**config.mk**
```make
export PLATFORM = sky130hd
export DESIGN_NAME = uart_tx_param_flat
export DESIGN_NICKNAME = d
export VERILOG_FILES = /design/src/rtl/uart_tx_param_if.sv /design/src/rtl/uart_tx_param.sv /design/src/flat_wrapper.sv
export SDC_FILE = /design/constraint.sdc
export NUM_CORES = 1
export LEC_CHECK = 0
export CAP_MARGIN = 5
export CORE_MARGIN = 5
export CORE_UTILIZATION = 45
export DETAILED_ROUTE_END_ITERATION = 6
export PLACE_DENSITY = 0.77
export SYNTH_ARGS = -nofsm -noshare
export SYNTH_HDL_FRONTEND = slang
export SYNTH_SLANG_ARGS = --single-unit
export TNS_END_PERCENT = 30
```
**constraint.sdc**
```tcl
create_clock -name clk -period 1.61 [get_ports clk]
set_input_delay 0.161 -clock clk [delete_from_list [all_inputs] [get_ports clk]]
set_output_delay 0.161 -clock clk [all_outputs]
set_load 0.01 [all_outputs]
```
**src/rtl/uart_tx_param_if.sv**
```systemverilog
// Transmit-side handshake bundle for uart_tx_param: word, per-frame config and valid/ready.
interface uart_tx_param_if #(
   parameter int DATA_W = 8
);
   logic [DATA_W-1:0] tx_data;
   logic              tx_valid;
   logic [1:0]        parity_mode;
   logic              two_stop;
   logic              tx_ready;

   modport master (
      output tx_data,
      output tx_valid,
      output parity_mode,
      output two_stop,
      input  tx_ready
   );

   modport slave (
      input  tx_data,
      input  tx_valid,
      input  parity_mode,
      input  two_stop,
      output tx_ready
   );
endinterface

```
**src/rtl/uart_tx_param.sv**
```systemverilog
// Parametrised UART transmitter: valid/ready word input, optional even/odd parity,
// one or two stop bits, bit timing from an external one-cycle baud_tick strobe.
module uart_tx_param #(
   parameter int DATA_W = 8,
   parameter int CNT_W  = $clog2(DATA_W)
) (
   input  logic           clk,
   input  logic           nrst,
   input  logic           baud_tick,
   uart_tx_param_if.slave txif,
   output logic           tx,
   output logic           busy,
   output logic           tx_done
);
   typedef enum logic [2:0] {
      IDLE   = 3'd0,
      ALIGN  = 3'd1,
      START  = 3'd2,
      DATA   = 3'd3,
      PARITY = 3'd4,
      STOP1  = 3'd5,
      STOP2  = 3'd6
   } state_t;

   localparam logic [CNT_W-1:0] LAST_BIT = CNT_W'(DATA_W - 1);

   state_t            state_q, state_d;
   logic [DATA_W-1:0] shreg_q, shreg_d;
   logic [CNT_W-1:0]  cnt_q, cnt_d;
   logic              par_en_q, par_en_d;
   logic              par_bit_q, par_bit_d;
   logic              two_stop_q, two_stop_d;
   logic              tx_q, tx_d;
   logic              busy_q, busy_d;
   logic              ready_s, last_stop_s, accept_s;

   // Parity of the whole word, inverted for odd parity.
   function automatic logic frame_parity(input logic [DATA_W-1:0] word, input logic odd);
      return (^word) ^ odd;
   endfunction

   // Next-state, datapath and handshake decode.
   always_comb begin
      state_d     = state_q;
      shreg_d     = shreg_q;
      cnt_d       = cnt_q;
      par_en_d    = par_en_q;
      par_bit_d   = par_bit_q;
      two_stop_d  = two_stop_q;
      ready_s     = 1'b0;
      last_stop_s = 1'b0;
      accept_s    = 1'b0;

      case (state_q)
         IDLE:   ready_s = 1'b1;
         ALIGN:  if (baud_tick) state_d = START; else state_d = ALIGN;
         START: begin
            if (baud_tick) begin
               cnt_d   = {CNT_W{1'b0}};
               state_d = DATA;
            end else begin
               state_d = START;
            end
         end
         DATA: begin
            if (baud_tick) begin
               shreg_d = shreg_q >> 1;
               cnt_d   = cnt_q + CNT_W'(1);
               if (cnt_q == LAST_BIT) state_d = par_en_q ? PARITY : STOP1;
               else                   state_d = DATA;
            end else begin
               state_d = DATA;
            end
         end
         PARITY: if (baud_tick) state_d = STOP1; else state_d = PARITY;
         STOP1: begin
            if (baud_tick) begin
               if (two_stop_q) state_d = STOP2;
               else            last_stop_s = 1'b1;
            end else begin
               state_d = STOP1;
            end
         end
         STOP2:  if (baud_tick) last_stop_s = 1'b1; else state_d = STOP2;
         default: state_d = IDLE;
      endcase

      // The tick that ends the final stop bit doubles as an accept slot.
      if (last_stop_s) begin
         ready_s = 1'b1;
         state_d = IDLE;
      end else begin
         ready_s = ready_s;
      end

      accept_s = ready_s && txif.tx_valid;
      if (accept_s) begin
         shreg_d    = txif.tx_data;
         par_en_d   = (txif.parity_mode == 2'b01) || (txif.parity_mode == 2'b10);
         par_bit_d  = frame_parity(txif.tx_data, txif.parity_mode == 2'b10);
         two_stop_d = txif.two_stop;
         state_d    = (state_q == IDLE) ? ALIGN : START;
      end else begin
         shreg_d = shreg_d;
      end

      case (state_d)
         START:   tx_d = 1'b0;
         DATA:    tx_d = shreg_d[0];
         PARITY:  tx_d = par_bit_d;
         default: tx_d = 1'b1;
      endcase

      busy_d = (state_d != IDLE);
   end

   // State, datapath and registered line outputs.
   always_ff @(posedge clk or negedge nrst) begin
      if (!nrst) begin
         state_q    <= IDLE;
         shreg_q    <= {DATA_W{1'b0}};
         cnt_q      <= {CNT_W{1'b0}};
         par_en_q   <= 1'b0;
         par_bit_q  <= 1'b0;
         two_stop_q <= 1'b0;
         tx_q       <= 1'b1;
         busy_q     <= 1'b0;
      end else begin
         state_q    <= state_d;
         shreg_q    <= shreg_d;
         cnt_q      <= cnt_d;
         par_en_q   <= par_en_d;
         par_bit_q  <= par_bit_d;
         two_stop_q <= two_stop_d;
         tx_q       <= tx_d;
         busy_q     <= busy_d;
      end
   end

   assign txif.tx_ready = ready_s;
   assign tx            = tx_q;
   assign busy          = busy_q;
   assign tx_done       = last_stop_s;
endmodule

```
**src/flat_wrapper.sv**
```systemverilog
// flat-port wrapper written by rule: the top's interface ports become plain ports
module uart_tx_param_flat 
#(
   parameter int DATA_W = 8,
   parameter int CNT_W  = $clog2(DATA_W)
)
  (clk, nrst, baud_tick, tx, busy, tx_done, txif_tx_data, txif_tx_valid, txif_parity_mode, txif_two_stop, txif_tx_ready);
  uart_tx_param_if #(.DATA_W(DATA_W)) txif_i ();
  input  logic clk;
  input  logic nrst;
  input  logic baud_tick;
  output logic tx;
  output logic busy;
  output logic tx_done;
  input wire logic [$bits(txif_i.tx_data)-1:0] txif_tx_data;
  input wire logic [$bits(txif_i.tx_valid)-1:0] txif_tx_valid;
  input wire logic [$bits(txif_i.parity_mode)-1:0] txif_parity_mode;
  input wire logic [$bits(txif_i.two_stop)-1:0] txif_two_stop;
  output wire logic [$bits(txif_i.tx_ready)-1:0] txif_tx_ready;
  assign txif_i.tx_data = txif_tx_data;
  assign txif_i.tx_valid = txif_tx_valid;
  assign txif_i.parity_mode = txif_parity_mode;
  assign txif_i.two_stop = txif_two_stop;
  assign txif_tx_ready = txif_i.tx_ready;
  uart_tx_param #(.DATA_W(DATA_W), .CNT_W(CNT_W)) u_core (.clk(clk), .nrst(nrst), .baud_tick(baud_tick), .txif(txif_i), .tx(tx), .busy(busy), .tx_done(tx_done));
endmodule
```
# Yosys cells after proc, flatten, opt, wreduce, memory -nomap -nowiden
# Cells that the tools add are included.
dict set report op_classes {
  add_sub_neg 1
  n_eq_ne 14
  n_mux 27
  bitwise_logic 1
  n_reduce_logical 10
}
# op count
set op_table {}
lappend op_table {{2-to-1 mux 3 bit} 9}
lappend op_table {{2-to-1 mux 8 bit} 3}
lappend op_table {{case mux 3 bit (7 select lines)} 1}
lappend op_table {{== test 3 bit (second input constant)} 5}
lappend op_table {{== test 3 x 2 -> 1 bit (second input constant)} 4}
lappend op_table {{2-to-1 mux 1 bit} 9}
lappend op_table {{parity 8 bit} 1}
lappend op_table {{case mux 3 bit (2 select lines)} 1}
lappend op_table {{nonzero test 2 bit} 3}
lappend op_table {{2-to-1 mux 2 bit} 2}
lappend op_table {{!= test 2 bit (second input constant)} 2}
lappend op_table {{adder 3 x 1 -> 3 bit (second input constant)} 1}
lappend op_table {{== test 3 x 1 -> 1 bit (second input constant)} 1}
lappend op_table {{logical NOT 3 bit} 1}
lappend op_table {{case mux 1 bit (3 select lines)} 1}
lappend op_table {{AND reduction 3 bit} 1}
lappend op_table {{nonzero test 3 bit} 1}
lappend op_table {{== test 2 x 1 -> 1 bit (second input constant)} 1}
lappend op_table {{== test 2 bit (second input constant)} 1}
lappend op_table {{case mux 1 bit (2 select lines)} 1}
lappend op_table {{AND reduction 2 bit} 1}
lappend op_table {{logical AND 1 bit} 1}
lappend op_table {{logical OR 1 bit} 1}
lappend op_table {{bitwise XOR 1 bit} 1}
dict set report totals {
  ff_bits 19
  in_bits 15
  out_inout_bits 4
  wordCells 62
}

# Depth between registers and ports, before layout
dict set report depth {
  word_depth 8
  depth_mapped 7
  mapped_depth_nobuf 7
}

# Worst setup path before layout
# Ideal clock, no wire load.
dict set report synth_path {
  path_kind {flip-flop to flip-flop}
  startpoint {reg u_core.state_q[1]}
  endpoint {reg u_core.shreg_q[1]}
  setup_ps 118
  t_arrival_ps 1579
  slack_ps -87
  stages_incl_launch_ff 8
  n_path_buf 2
  period_less_slack_ps 1697
  cell_sequence {dfrtp_1 -> buf_6 -> or3b_4 -> a21oi_4 -> o21a_1 -> buf_6 -> nor2_4 -> a21o_1}
}
dict set report synth_via {
  elab_chain_cells 6
}
# element line
set synth_rtl {}
lappend synth_rtl {{start: declaration} uart_tx_param.sv:27} ;# state_t state_q, state_d;
lappend synth_rtl {{start signal: assignment} uart_tx_param.sv:129} ;# state_q <= state_d;
lappend synth_rtl {{== test 3 bit} uart_tx_param.sv:54} ;# case (state_q)
lappend synth_rtl {{case mux 1 bit (2 select lines) *} uart_tx_param.sv:54}
lappend synth_rtl {{net tx_done} flat_wrapper.sv:14} ;# output logic tx_done;
lappend synth_rtl {{2-to-1 mux 1 bit *} uart_tx_param.sv:89} ;# if (last_stop_s) begin
lappend synth_rtl {{logical AND 1 bit *} uart_tx_param.sv:96} ;# accept_s = ready_s && txif.tx_valid;
lappend synth_rtl {{nonzero test 2 bit (no source line)} n/a}
lappend synth_rtl {{AND reduction 2 bit (no source line)} n/a}
lappend synth_rtl {{end signal: assignment} uart_tx_param.sv:121} ;# shreg_q <= {DATA_W{1'b0}};
lappend synth_rtl {{end signal: assignment} uart_tx_param.sv:130} ;# shreg_q <= shreg_d;
lappend synth_rtl {{end: declaration} uart_tx_param.sv:28} ;# logic [DATA_W-1:0] shreg_q, shreg_d;
# The timed path passes the listed nets; every way through them passes the cells marked *.
# A chain may end at the register's enable or synchronous reset.

# Worst setup path in the final report
dict set report layout_path {
  startpoint {reg u_core.state_q[1]}
  endpoint {reg u_core.shreg_q[5]}
}
dict set report layout_via {
  elab_chain_cells 6
}
# element line
set layout_rtl {}
lappend layout_rtl {{== test 3 bit or logical NOT 3 bit (tied branches)} uart_tx_param.sv:54}
lappend layout_rtl {{case mux 1 bit (2 select lines) or 2-to-1 mux 1 bit (tied branches)} uart_tx_param.sv:54}
lappend layout_rtl {{2-to-1 mux 1 bit} uart_tx_param.sv:89}
lappend layout_rtl {{logical AND 1 bit} uart_tx_param.sv:96}
lappend layout_rtl {{nonzero test 2 bit (no source line)} n/a}
lappend layout_rtl {{AND reduction 2 bit (no source line)} n/a}
# Parallel ways exist; a longest one is shown, timed or not.

==> impl_metrics.py <==
metrics = {
    "worst_setup_path": {
        "cp_num_cells": 7,
        "reg2regPathDepth": 7,
        "critical_path.top_delay_family": "compound AO/OA/AOI/OAI gates",
        "path_class": "flop to flop",
        "cp.arrival_ns": 1.86,
        "slowest_stage": "or3b_4",
        "crit_fanout": 6,
        "crit_path_max_incr_delay_ns": 0.41,
        "cp_num_buf_inv": 2,
        "cp-start-kind": "flop",
        "required_ns": 1.80,
        "cp-end-kind": "flop",
        "worstPathCellList": "or3b_4 > a21oi_4 > buf_6 > o21a_4 > buf_12 > nor2_4 > a21o_1",
    },
    "timing": {
        "setup_ws_ns": -0.05872,
        "period_share_pct": 103.6,
        "fmax_ghz": 0.5993,
        "final-max-slew-violation-count": 0,
        "period_minus_slack_ns": 1.669,
        "setup_viol": 8,
        "rsz0062_at_grt": "true",
        "slew_headroom_pct": 70.93,
        "hold_ws_ns": 0.1639,
        "hold_viol_final": 0,
        "fin_setup_tns_ns": -0.3936,
        "finalClockSkew_ns": 0.002316,
        "tightest_slew_ns": 0.4347,
    },
    "final_layout": {
        "drive_gt1_share_pct": 27.78,
        "multi_input_area_um2": 578.1,
        "fin_cells": 172,
        "fin_area_um2": 1476,
        "diodes": 0,
        "regArea_um2": 476.7,
        "syn2layout_area_growth_pct": 38.66,
        "nets": 163,
        "final_core_util_pct": 66.11,
        "fillers": 192,
    },
    "synthesis": {
        "ys_seq_area_share_pct": 44.77,
        "synth_area_leaders": "dfrtp_1, nand2_1, a22o_1",
        "syn_area_um2": 1065,
        "ys_ff_latch": 19,
        "async_reset_ff_share_pct": 100.0,
        "avgSynthCellArea_um2": 9.769,
        "syn_inst": 109,
        "synth_edf_count": 0,
        "syn_nets": 127,
        "synth.distinct_cells": 32,
        "synthFlopType": "dfrtp_1",
        "yosysMostFrequentCell": "nand2_1",
        "yosysWarnings": 0,
        "synth_top_area_share_pct": 42.30,
        "synth_common_cells": "nand2_1, dfrtp_1, a21o_1, a22o_1, xnor2_1",
        "yosys.area.top_type": "dfrtp_1",
    },
    "routing": {
        "drtPass1Iterations": 4,
        "wire_per_inst_um": 14.21,
        "drc": 0,
        "drt_iter0_drc": 9,
        "vias": 907,
        "ant_nets": 0,
        "routed_wl_mm": 2.444,
        "vias_per_cell": 5.273,
    },
    "global_routing": {
        "overflow": 0,
        "grt_pass1_wl_mm": 3.891,
        "antenna_found_initial": 0,
        "grt_pass1_vias": 909,
        "grt_max_degree": 11,
        "grt.total_usage_pct": 14.85,
    },
    "cts": {
        "htreeDepth": 1,
        "cts_tree": "built",
        "path_clk_slew_ns": 0.10,
        "clock-sinks": 19,
        "clock_latency_ns": 0.29,
        "cts.path.max_buffers": 2,
        "cts_buffers": 3,
        "clock_tree.root_cell": "clkbuf_4",
    },
    "place": {
        "place_inst": 166,
        "pre_cts_slack_ns": -0.1504,
        "hpwl_mm": 1.819,
        "port_buffers": 18,
        "gp_congestion": 0.7966,
        "place_area_um2": 1378,
    },
    "die": {
        "coreArea_um2": 2233,
        "die_h_um": 58.65,
        "start_util_pct": 47.68,
        "ios": 19,
        "die_x_um": 58.65,
        "core.rowCount": 17,
        "die_area_um2": 3439,
    },
    "pwr": {
        "irDropWorstVdd_uv": 747.5,
        "p_leak_nw": 0.7281,
        "power.total_mw": 1.800,
        "power_density_nw_per_um2": 1219,
    },
    "outcome": {
        "violations": "setup timing",
        "outcome": "finished with violations",
    },
    "min_path": {
        "hold_path_class": "input port to asynchronous set/reset pin",
    },
    "run": {
        "maxCapViolCount": 0,
    },
}
==> cell type report <==
cell class	instances	share of cell area [%]
clock buffer	4	1.780
inverter	3	0.7627
multi-input combinational	81	39.15
sequential	19	32.29
tap	28	2.373
timing repair buffer	37	23.64
==> cells in the final DEF, fill, tap and decap left out, types with 2 or more instances in the layout <==
cell | netlist | layout
o21ai_0 | 5 | 3
a22oi_1 | 3 | 2
and2_1 | 2 | 2
clkbuf_4 | 0 | 3
a21oi_1 | 4 | 2
xnor2_1 | 7 | 7
nor2b_1 | 2 | 2
inv_1 | 3 | 3
a21o_1 | 7 | 7
nor2_1 | 3 | 2
a21oi_2 | 0 | 2
buf_4 | 1 | 17
o21ai_1 | 1 | 3
a22o_1 | 7 | 7
nand2b_1 | 3 | 2
ha_2 | 0 | 2
nand2_1 | 20 | 19
dfrtp_1 | 18 | 18
clkdlybuf4s50_1 | 0 | 16
==> state kept, by name, summed over array words and instances (netlist names) <==
| signal | flops |
|---|---|
| u_core.cnt_q | 3 |
| u_core.busy | 1 |
| u_core.two_stop_q | 1 |
| u_core.tx | 1 |
| u_core.state_q | 3 |
| u_core.shreg_q | 8 |
| u_core.par_bit_q | 1 |
| u_core.par_en_q | 1 |
==> worst paths after layout <==
check                                   from                end  slack, ns
min in group clk               txif_two_stop  u_core.two_stop_q       0.42
max in group asynchronous               nrst  u_core.shreg_q[3]       0.93
hold reg to reg             u_core.par_bit_q   u_core.par_bit_q       0.50
setup / recovery           u_core.state_q[1]  u_core.shreg_q[5]      -0.06
setup reg to reg           u_core.state_q[1]  u_core.shreg_q[5]      -0.06
hold / removal                          nrst  u_core.shreg_q[2]       0.16
==> power by group <==
group	switching, mW	internal [mW]
Clock	0.143	0.0964
Combinational	0.408	0.448
Sequential	0.0823	0.622
Total	0.633	1.17
==> metal layers <==
layer / vias to the layer above / wire length [µm] / GRT usage, %
li1: 442 / - / -
met3: 6 / 111 / 2.851
met2: 22 / 1253 / 26.00
met4: 0 / 48 / 5.502
met5: - / 0 / 0
met1: 437 / 1030 / 18.02
==> repair_timing <==
item	CTS	global route
setup buffers	0	1
gates resized for setup	15	8
pin swaps	8	2
cloned	0	1
hold endpoints to repair	0	0
endpoints found under the setup margin	10	14
hold buffers	0	0
==> cell families (layout without fill, tap and decap cells) <==
kind of cell | Yosys count | count (layout) | synth area share (%)
buffers and inverters | 9 | 44 | 5.053
AO/OA/AOI/OAI | 33 | 33 | 22.56
adder cells (fa/ha/maj) | 3 | 3 | 3.526
XOR/XNOR | 8 | 8 | 6.581
multiplexers | 1 | 1 | 0.9401
flip-flops | 19 | 19 | 44.77
AND/OR/NAND/NOR | 36 | 36 | 16.57
(Power assumes the default switching activity.)
